$ cat src/rtl/xor_stream_descrambler.sv
// Additive Galois-LFSR stream descrambler, one registered valid/ready stage.
// Optional accepted-word counter enabled by `XOR_DESCR_WORD_COUNT_EN.
module xor_stream_descrambler #(
  parameter int N = 8,
  parameter int LFSR_W = 16,
  parameter logic [LFSR_W-1:0] TAPS = 16'hB400
) (
  input  logic              clk,
  input  logic              rst_n,
  input  logic              seed_load,
  input  logic [LFSR_W-1:0] seed,
  input  logic              s_valid,
  output logic              s_ready,
  input  logic [N-1:0]      s_data,
  output logic              m_valid,
  input  logic              m_ready,
`ifdef XOR_DESCR_WORD_COUNT_EN
  output logic [31:0]       word_count,
`endif
  output logic [N-1:0]      m_data
);

  logic [LFSR_W-1:0] lfsr, lfsr_nxt, st;
  logic [N-1:0]      key;
  logic              accept;

  // Keystream bit i is bit 0 of the state after i steps; state advances N steps per word.
  always_comb begin
    st  = lfsr;
    key = '0;
    for (int i = 0; i < N; i++) begin
      key[i] = st[0];
      st     = (st >> 1) ^ (st[0] ? TAPS : '0);
    end
    lfsr_nxt = st;
  end

  assign s_ready = !seed_load && (!m_valid || m_ready);
  assign accept  = s_valid && s_ready;

  always_ff @(posedge clk or negedge rst_n) begin
    if (!rst_n) begin
      lfsr    <= LFSR_W'(1);
      m_valid <= 1'b0;
      m_data  <= '0;
    end else if (seed_load) begin
      // An all-zero state would never leave zero, so map it to 1.
      lfsr    <= (seed == '0) ? LFSR_W'(1) : seed;
      m_valid <= 1'b0;
    end else if (accept) begin
      m_data  <= s_data ^ key;
      m_valid <= 1'b1;
      lfsr    <= lfsr_nxt;
    end else if (m_valid && m_ready) begin
      m_valid <= 1'b0;
    end
  end

`ifdef XOR_DESCR_WORD_COUNT_EN
  always_ff @(posedge clk or negedge rst_n) begin
    if (!rst_n)
      word_count <= '0;
    else if (seed_load)
      word_count <= '0;
    else if (accept && (word_count != 32'hFFFF_FFFF))
      word_count <= word_count + 32'd1;
  end
`endif

endmodule

$ cat config.mk
export PLATFORM = sky130hd
export DESIGN_NAME = xor_stream_descrambler
export DESIGN_NICKNAME = d
export VERILOG_FILES = /design/src/rtl/xor_stream_descrambler.sv
export SDC_FILE = /design/constraint.sdc
export NUM_CORES = 1
export LEC_CHECK = 0
export CORE_AREA = 4 4 50 70
export DETAILED_ROUTE_END_ITERATION = 8
export DIE_AREA = 0 0 54 74
export PLACE_DENSITY = 0.81
export SYNTH_ARGS = -nofsm -noshare
export SYNTH_HDL_FRONTEND = slang
export SYNTH_SLANG_ARGS = --single-unit
export TNS_END_PERCENT = 10
$ cat constraint.sdc
create_clock -name clk -period 3.2 [get_ports clk]
set_input_delay 0.64 -clock clk [delete_from_list [all_inputs] [get_ports clk]]
set_output_delay 0.64 -clock clk [all_outputs]
set_load 0.01 [all_outputs]
==> results of run 1 <==
per-stage QoR:
stage	hold WS, ns	instance area, sq um	total power (W)	instances	worst slack (ns)
global placement	0.497	1790	0.000706	201	0.543
detailed placement	0.518	1790	0.000719	201	0.518
CTS	0.536	1840	0.000906	205	0.503
global route	0.556	1840	0.000953	205	0.412
finish	0.528	1840	0.000899	205	0.524
floorplan	0.344	1410	0.000598	133	1.54
cell families (layout without fill, tap and decap cells):
| family | Yosys count | count (layout) |
|---|---|---|
| AND/OR/NAND/NOR | 36 | 36 |
| AO/OA/AOI/OAI | 28 | 28 |
| XOR/XNOR | 26 | 26 |
| flip-flops | 25 | 25 |
| buffers and inverters | 11 | 46 |
| multiplexers | 7 | 7 |
final cells by class:
type	instances	area [sq um]
Timing Repair Buffer	41	415
Sequential cell	25	627
Clock buffer	4	45.0
Fill cell	222	1010
Inverter	1	3.75
Multi-Input combinational cell	97	698
Tap cell	37	46.3
where the power goes:
part | switching, W | internal [W]
clock | 0.0000966 | 0.0000890
sequential | 0.0000489 | 0.000366
combinational | 0.000124 | 0.000175
layout by cell type, fill, tap and decap left out, drive strengths merged:
cell type	count
xor2	5
nand4	1
nand2	10
nand3	1
nor2b	1
o21ba	3
mux2i	7
o221a	3
or2	1
nor3b	1
a32o	1
buf	3
xnor2	21
clkbuf	4
dfrtp	24
a22o	2
a221o	3
nor4	4
nor2	12
inv	1
and2	2
clkdlybuf4s50	38
o21ai	7
a21oi	8
a21boi	1
dfstp	1
nand2b	3
critical path, delay by kind of cell:
kind / cells / cell delay, ns
buffers and inverters: 2 / 1.18
AND/OR/NAND/NOR: 1 / 0.22
layer usage:
layer,GRT usage [%],up-vias
met5,0,-
met4,8.03,0
met3,2.81,14
met2,33.4,51
met1,21.3,503
li1,-,526
synth_stat cells, types with 4 or more instances:
library cell / number / area share, %
nor2_1: 12 / 3.2
nand2_1: 10 / 2.7
o21ai_1: 7 / 2.5
xor2_1: 5 / 3.1
a21oi_1: 6 / 2.1
dfrtp_1: 24 / 43
mux2i_1: 7 / 5.0
nor4_1: 4 / 1.8
xnor2_1: 21 / 13
registers in the layout, indices dropped and copies added (netlist names):
name and cells:
m_valid 1, m_data 8, lfsr 16
path summary, 6_finish.rpt:
kind	start	end	depth (start not counted)
max in group asynchronous	rst_n	lfsr[0]$_DFFE_PN1P_	2
min	m_data[7]$_DFFE_PN0P_	m_data[7]$_DFFE_PN0P_	2
max reg2reg	m_valid$_DFFE_PN0P_	lfsr[4]$_DFFE_PN0P_	5
min reg2reg	m_data[7]$_DFFE_PN0P_	m_data[7]$_DFFE_PN0P_	2
max	seed_load	s_ready	3
min in group asynchronous	rst_n	lfsr[11]$_DFFE_PN0P_	2
==> out/metrics.yaml, run 1 <==
grt-ovfl-total: 0
min_path_type: "register to register"
cts_tree: "yes"
viasPerCell: 5.34
critPathKind: "input port to primary output"
highest_layer: "met4"
post-cts-setup-buffers: 0
cts_root_buf: "clkbuf_8"
area_growth_pct: 29.9
grtUsageTotal_pct: 18.6
dpl.hpwl_mm: 2.51
hold_viol: 0
post-route-period-util_pct: 83.6
first_pass_iters: 4
synth_area_sq_mm: 0.00141
synth_edf_count: 0
antenna-diode-count: 0
yosysUniqueCellTypes: 30
place_congestion: 0.805
grt_pass1_wl_mm: 5.40
wirelength_mm: 3.27
yosysWarnings: 0
rrSetupSlack_ns: 1.45
rows: 23
rsz0062_at_grt: "no"
vias: 1094
synth_cells: 133
yosys.area_share.simple_pct: 13.4
fmax_ghz: 0.374
yosysSeqAreaShare_pct: 44.4
cts_inserted_buffers: 3
finalSetupViolCount: 0
h-tree-depth: 1
clkTransAtPathRegs_ns: 0.08
cpPeakStageDelay_ns: 0.62
critPathMostFrequentCell: "clkdlybuf4s50_1"
layout.nets: 198
drt_iter0_drc: 40
wl_per_cell_um: 15.9
grt_antenna_before_repair: 0
worstSetupEndpointType: "primary output"
die_w_um: 54
ant_nets: 0
cts_hold_buf: 0
synth_top_family_by_area: "XOR/XNOR gates"
drv_slew: 0
synthArstFlopShare_pct: 100
finalClockSkew_ns: 0.00328
synthXorXnorAreaFrac_pct: 16.1
crit_chain: "clkdlybuf4s50_1 > nor2_1 > clkdlybuf4s50_1"
drv_cap: 0
drive_above_1_share_pct: 10.7
numPortBuffers: 38
slew_headroom_pct: 57.3
cp.arrival_ns: 2.04
synth_fa_ha_area_share_pct: 0
synth_compound_area_share_pct: 15.0
start_util_pct: 49.6
cts_buffer_depth: 2
vdd_drop_max_mv: 0.267
worst_slew_pin_slew_ns: 0.640
core_area_sq_mm: 0.00285
required_ns: 2.56
route.detailed.drc: 0
synth.mux.area_fraction_pct: 4.96
postSynthAreaPerCell_sq_um: 10.6
die-height_um: 74
clkLatencyLatePin_ns: 0.27
grt_pass1_vias: 1209
fin_setup_tns_ns: 0
cp_max_fo: 13
dieArea_sq_mm: 0.00400
critPathLaunchType: "input port"
synth.ff_latch_count: 25
status: "finished, final reports clean"
grt_max_degree: 26
cts_resized: 0
io_pins: 39
dr_wl_met2_mm: 1.67
ys.flop_type: "dfrtp_1"
synth_nets: 162
wl_met1_mm: 1.30
route.met3.wl_um: 200
period_needed_ns: 2.68
cts_num_sinks: 25
crit_slowest_cell: "clkdlybuf4s50_1"
final_core_util_pct: 64.4
power.leakage_nw: 0.706
powerDensity_mw_per_mm2: 490
No activity file was read; power rests on OpenSTA's default activity.
==> run 2: changes to the inputs <==
--- a/config.mk
+++ b/config.mk
@@ -5,10 +5,10 @@
 export SDC_FILE = /design/constraint.sdc
 export NUM_CORES = 1
 export LEC_CHECK = 0
-export CORE_AREA = 4 4 50 70
+export CORE_AREA = 4 4 52 72
 export DETAILED_ROUTE_END_ITERATION = 8
-export DIE_AREA = 0 0 54 74
-export PLACE_DENSITY = 0.81
+export DIE_AREA = 0 0 56 76
+export PLACE_DENSITY = 0.76
 export SYNTH_ARGS = -nofsm -noshare
 export SYNTH_HDL_FRONTEND = slang
 export SYNTH_SLANG_ARGS = --single-unit
==> constraint.sdc (replaced) <==
create_clock -name clk -period 2.7 [get_ports clk]
set_input_delay 0.54 -clock clk [delete_from_list [all_inputs] [get_ports clk]]
set_output_delay 0.54 -clock clk [all_outputs]
set_load 0.01 [all_outputs]
==> run 2 against run 1 <==
Die area up 6.5%. Largest cell class unchanged. First-iteration DRC count is 60% lower. Critical path type unchanged. Clock power grew 18%. Critical endpoint unchanged. Setup slack lost 0.18 ns. Register-to-register slack lost 0.38 ns. Clock skew fell by 0.0018 ns.
==> out/metrics.yaml, run 2 (synthesis gave the netlist of run 1 again) <==
power.leakage_nw: 0.706  # unchanged
grt_antenna_before_repair: 0  # unchanged
place_ws_ns: 0.363  # was 0.518 ns
top_register: "lfsr"  # unchanged
slew_headroom_pct: 67.1  # was 57.3%
h-tree-depth: 1  # unchanged
fin_setup_tns_ns: 0  # unchanged
first_pass_iters: 4  # unchanged
drv_slew: 0  # unchanged
cts_buffer_depth: 2  # unchanged
grtUsageTotal_pct: 15.0  # was 18.6%
post-cts-setup-buffers: 0  # unchanged
grt_pass1_vias: 1185  # was 1209
start_util_pct: 45.2  # was 49.6%
cp_max_fo: 3  # was 13
clkLatencyLatePin_ns: 0.26  # was 0.27 ns
powerDensity_mw_per_mm2: 576  # was 490 mW/mm^2
die_w_um: 56  # was 54 um
finalClockSkew_ns: 0.00152  # was 0.00328 ns
period_needed_ns: 2.35
dpl.hpwl_mm: 2.40  # was 2.51 mm
cts_resized: 0  # unchanged
rows: 24  # was 23
core_area_sq_mm: 0.00312  # was 0.00285 sq mm
cts_root_buf: "clkbuf_8"  # unchanged
layout.nets: 198  # unchanged
finalSetupViolCount: 0  # unchanged
io_pins: 39  # unchanged
route.detailed.drc: 0  # unchanged
min_path_type: "register to register"  # unchanged
reg_top3: "lfsr x16, m_data x8, m_valid x1"  # unchanged
drive_above_1_share_pct: 10.7  # unchanged
status: "finished, final reports clean"  # unchanged
cts_inserted_buffers: 3  # unchanged
post-route-period-util_pct: 87.1
drt_iter0_drc: 16  # was 40
fmax_ghz: 0.425
die-height_um: 76  # was 74 um
vdd_drop_max_mv: 0.368  # was 0.267 mV
cts_num_sinks: 25  # unchanged
wl_per_cell_um: 15.0  # was 15.9 um
dieArea_sq_mm: 0.00426  # was 0.00400 sq mm
ant_nets: 0  # unchanged
setup_ws_ns: 0.348  # was 0.524 ns
grt_max_degree: 30  # was 26
critPathKind: "input port to primary output"  # unchanged
grt_pass1_wl_mm: 5.27  # was 5.40 mm
cp.arrival_ns: 1.81  # was 2.04 ns
mostFrequentLayoutCells: "clkdlybuf4s50_1 (38), dfrtp_1 (24), xnor2_1 (21), nor2_1 (12), nand2_1 (10)"  # unchanged
cts_tree: "yes"  # unchanged
largest_reg_flops: 16  # unchanged
worst_slew_pin_slew_ns: 0.493  # was 0.640 ns
required_ns: 2.16  # was 2.56 ns
drv_cap: 0  # unchanged
vias: 1105  # was 1094
antenna-diode-count: 0  # unchanged
grt-ovfl-total: 0  # unchanged
place_congestion: 0.767  # was 0.805
cts_hold_buf: 0  # unchanged
numPortBuffers: 38  # unchanged
area_growth_pct: 30.1  # was 29.9%
critPathLaunchType: "input port"  # unchanged
final_common_cell: "clkdlybuf4s50_1"  # unchanged
hold_viol: 0  # unchanged
viasPerCell: 5.34  # about the same
clkTransAtPathRegs_ns: 0.08  # about the same
rsz0062_at_grt: "no"  # unchanged
worstSetupEndpointType: "primary output"  # unchanged
wirelength_mm: 3.10  # was 3.27 mm
## run 2: cell counts in the layout (fill, tap and decap cells not counted)
No cell type changed its count.
## run 2: worst max-delay path: stages
cell and delay, ns:
clkdlybuf4s50_1 0.51, nor2b_4 0.06, nor2_1 0.14, clkdlybuf4s50_1 0.56
## run 2: path summary, 6_finish.rpt
check	startpoint	to	slack, ns	cells after the start
max	m_ready	s_ready	0.35	4
min	lfsr[10]$_DFFE_PN0P_	lfsr[2]$_DFFE_PN0P_	0.52	1
max reg2reg	m_valid$_DFFE_PN0P_	lfsr[5]$_DFFE_PN0P_	1.07	5
min reg2reg	lfsr[10]$_DFFE_PN0P_	lfsr[2]$_DFFE_PN0P_	0.52	1
max in group asynchronous	rst_n	lfsr[0]$_DFFE_PN1P_	1.77	2
min in group asynchronous	rst_n	m_data[6]$_DFFE_PN0P_	0.64	2
## run 2: power breakdown
part / leakage [nW] / switching [W] / internal, W
Clock: 0.0228 / 0.000114 / 0.000105
Combinational: 0.394 / 0.000143 / 0.000207
Sequential: 0.290 / 0.0000566 / 0.000433
Total: 0.706 / 0.000314 / 0.000745
## run 2: metrics by stage
step / power [W] / hold WS [ns] / instances / util (%) / area [sq um]
5_1_grt: 0.00112 / 0.551 / 207 / 58.9 / 1840
3_5_place_dp: 0.000850 / 0.500 / 203 / 57.4 / 1790
6_report: 0.00106 / 0.520 / 207 / 58.9 / 1840
4_1_cts: 0.00107 / 0.520 / 207 / 58.9 / 1840
2_1_floorplan: 0.000708 / 0.244 / 133 / - / 1410
3_3_place_gp: 0.000838 / 0.498 / 203 / 57.4 / 1790
## run 2: final cells by class
cell class | instances | area [sq um]
Clock buffer | 4 | 45.0
Tap cell | 39 | 48.8
Timing Repair Buffer | 41 | 415
Sequential cell | 25 | 627
Fill cell | 298 | 1280
Multi-Input combinational cell | 97 | 698
Inverter | 1 | 3.75
## run 2: layer usage
metal	share of wire [%]	vias up	global-route usage, %
li1	-	528	-
met1	40	531	18.0
met2	53	44	27.4
met3	5.9	2	2.03
met4	0.45	0	4.28
met5	0	-	0
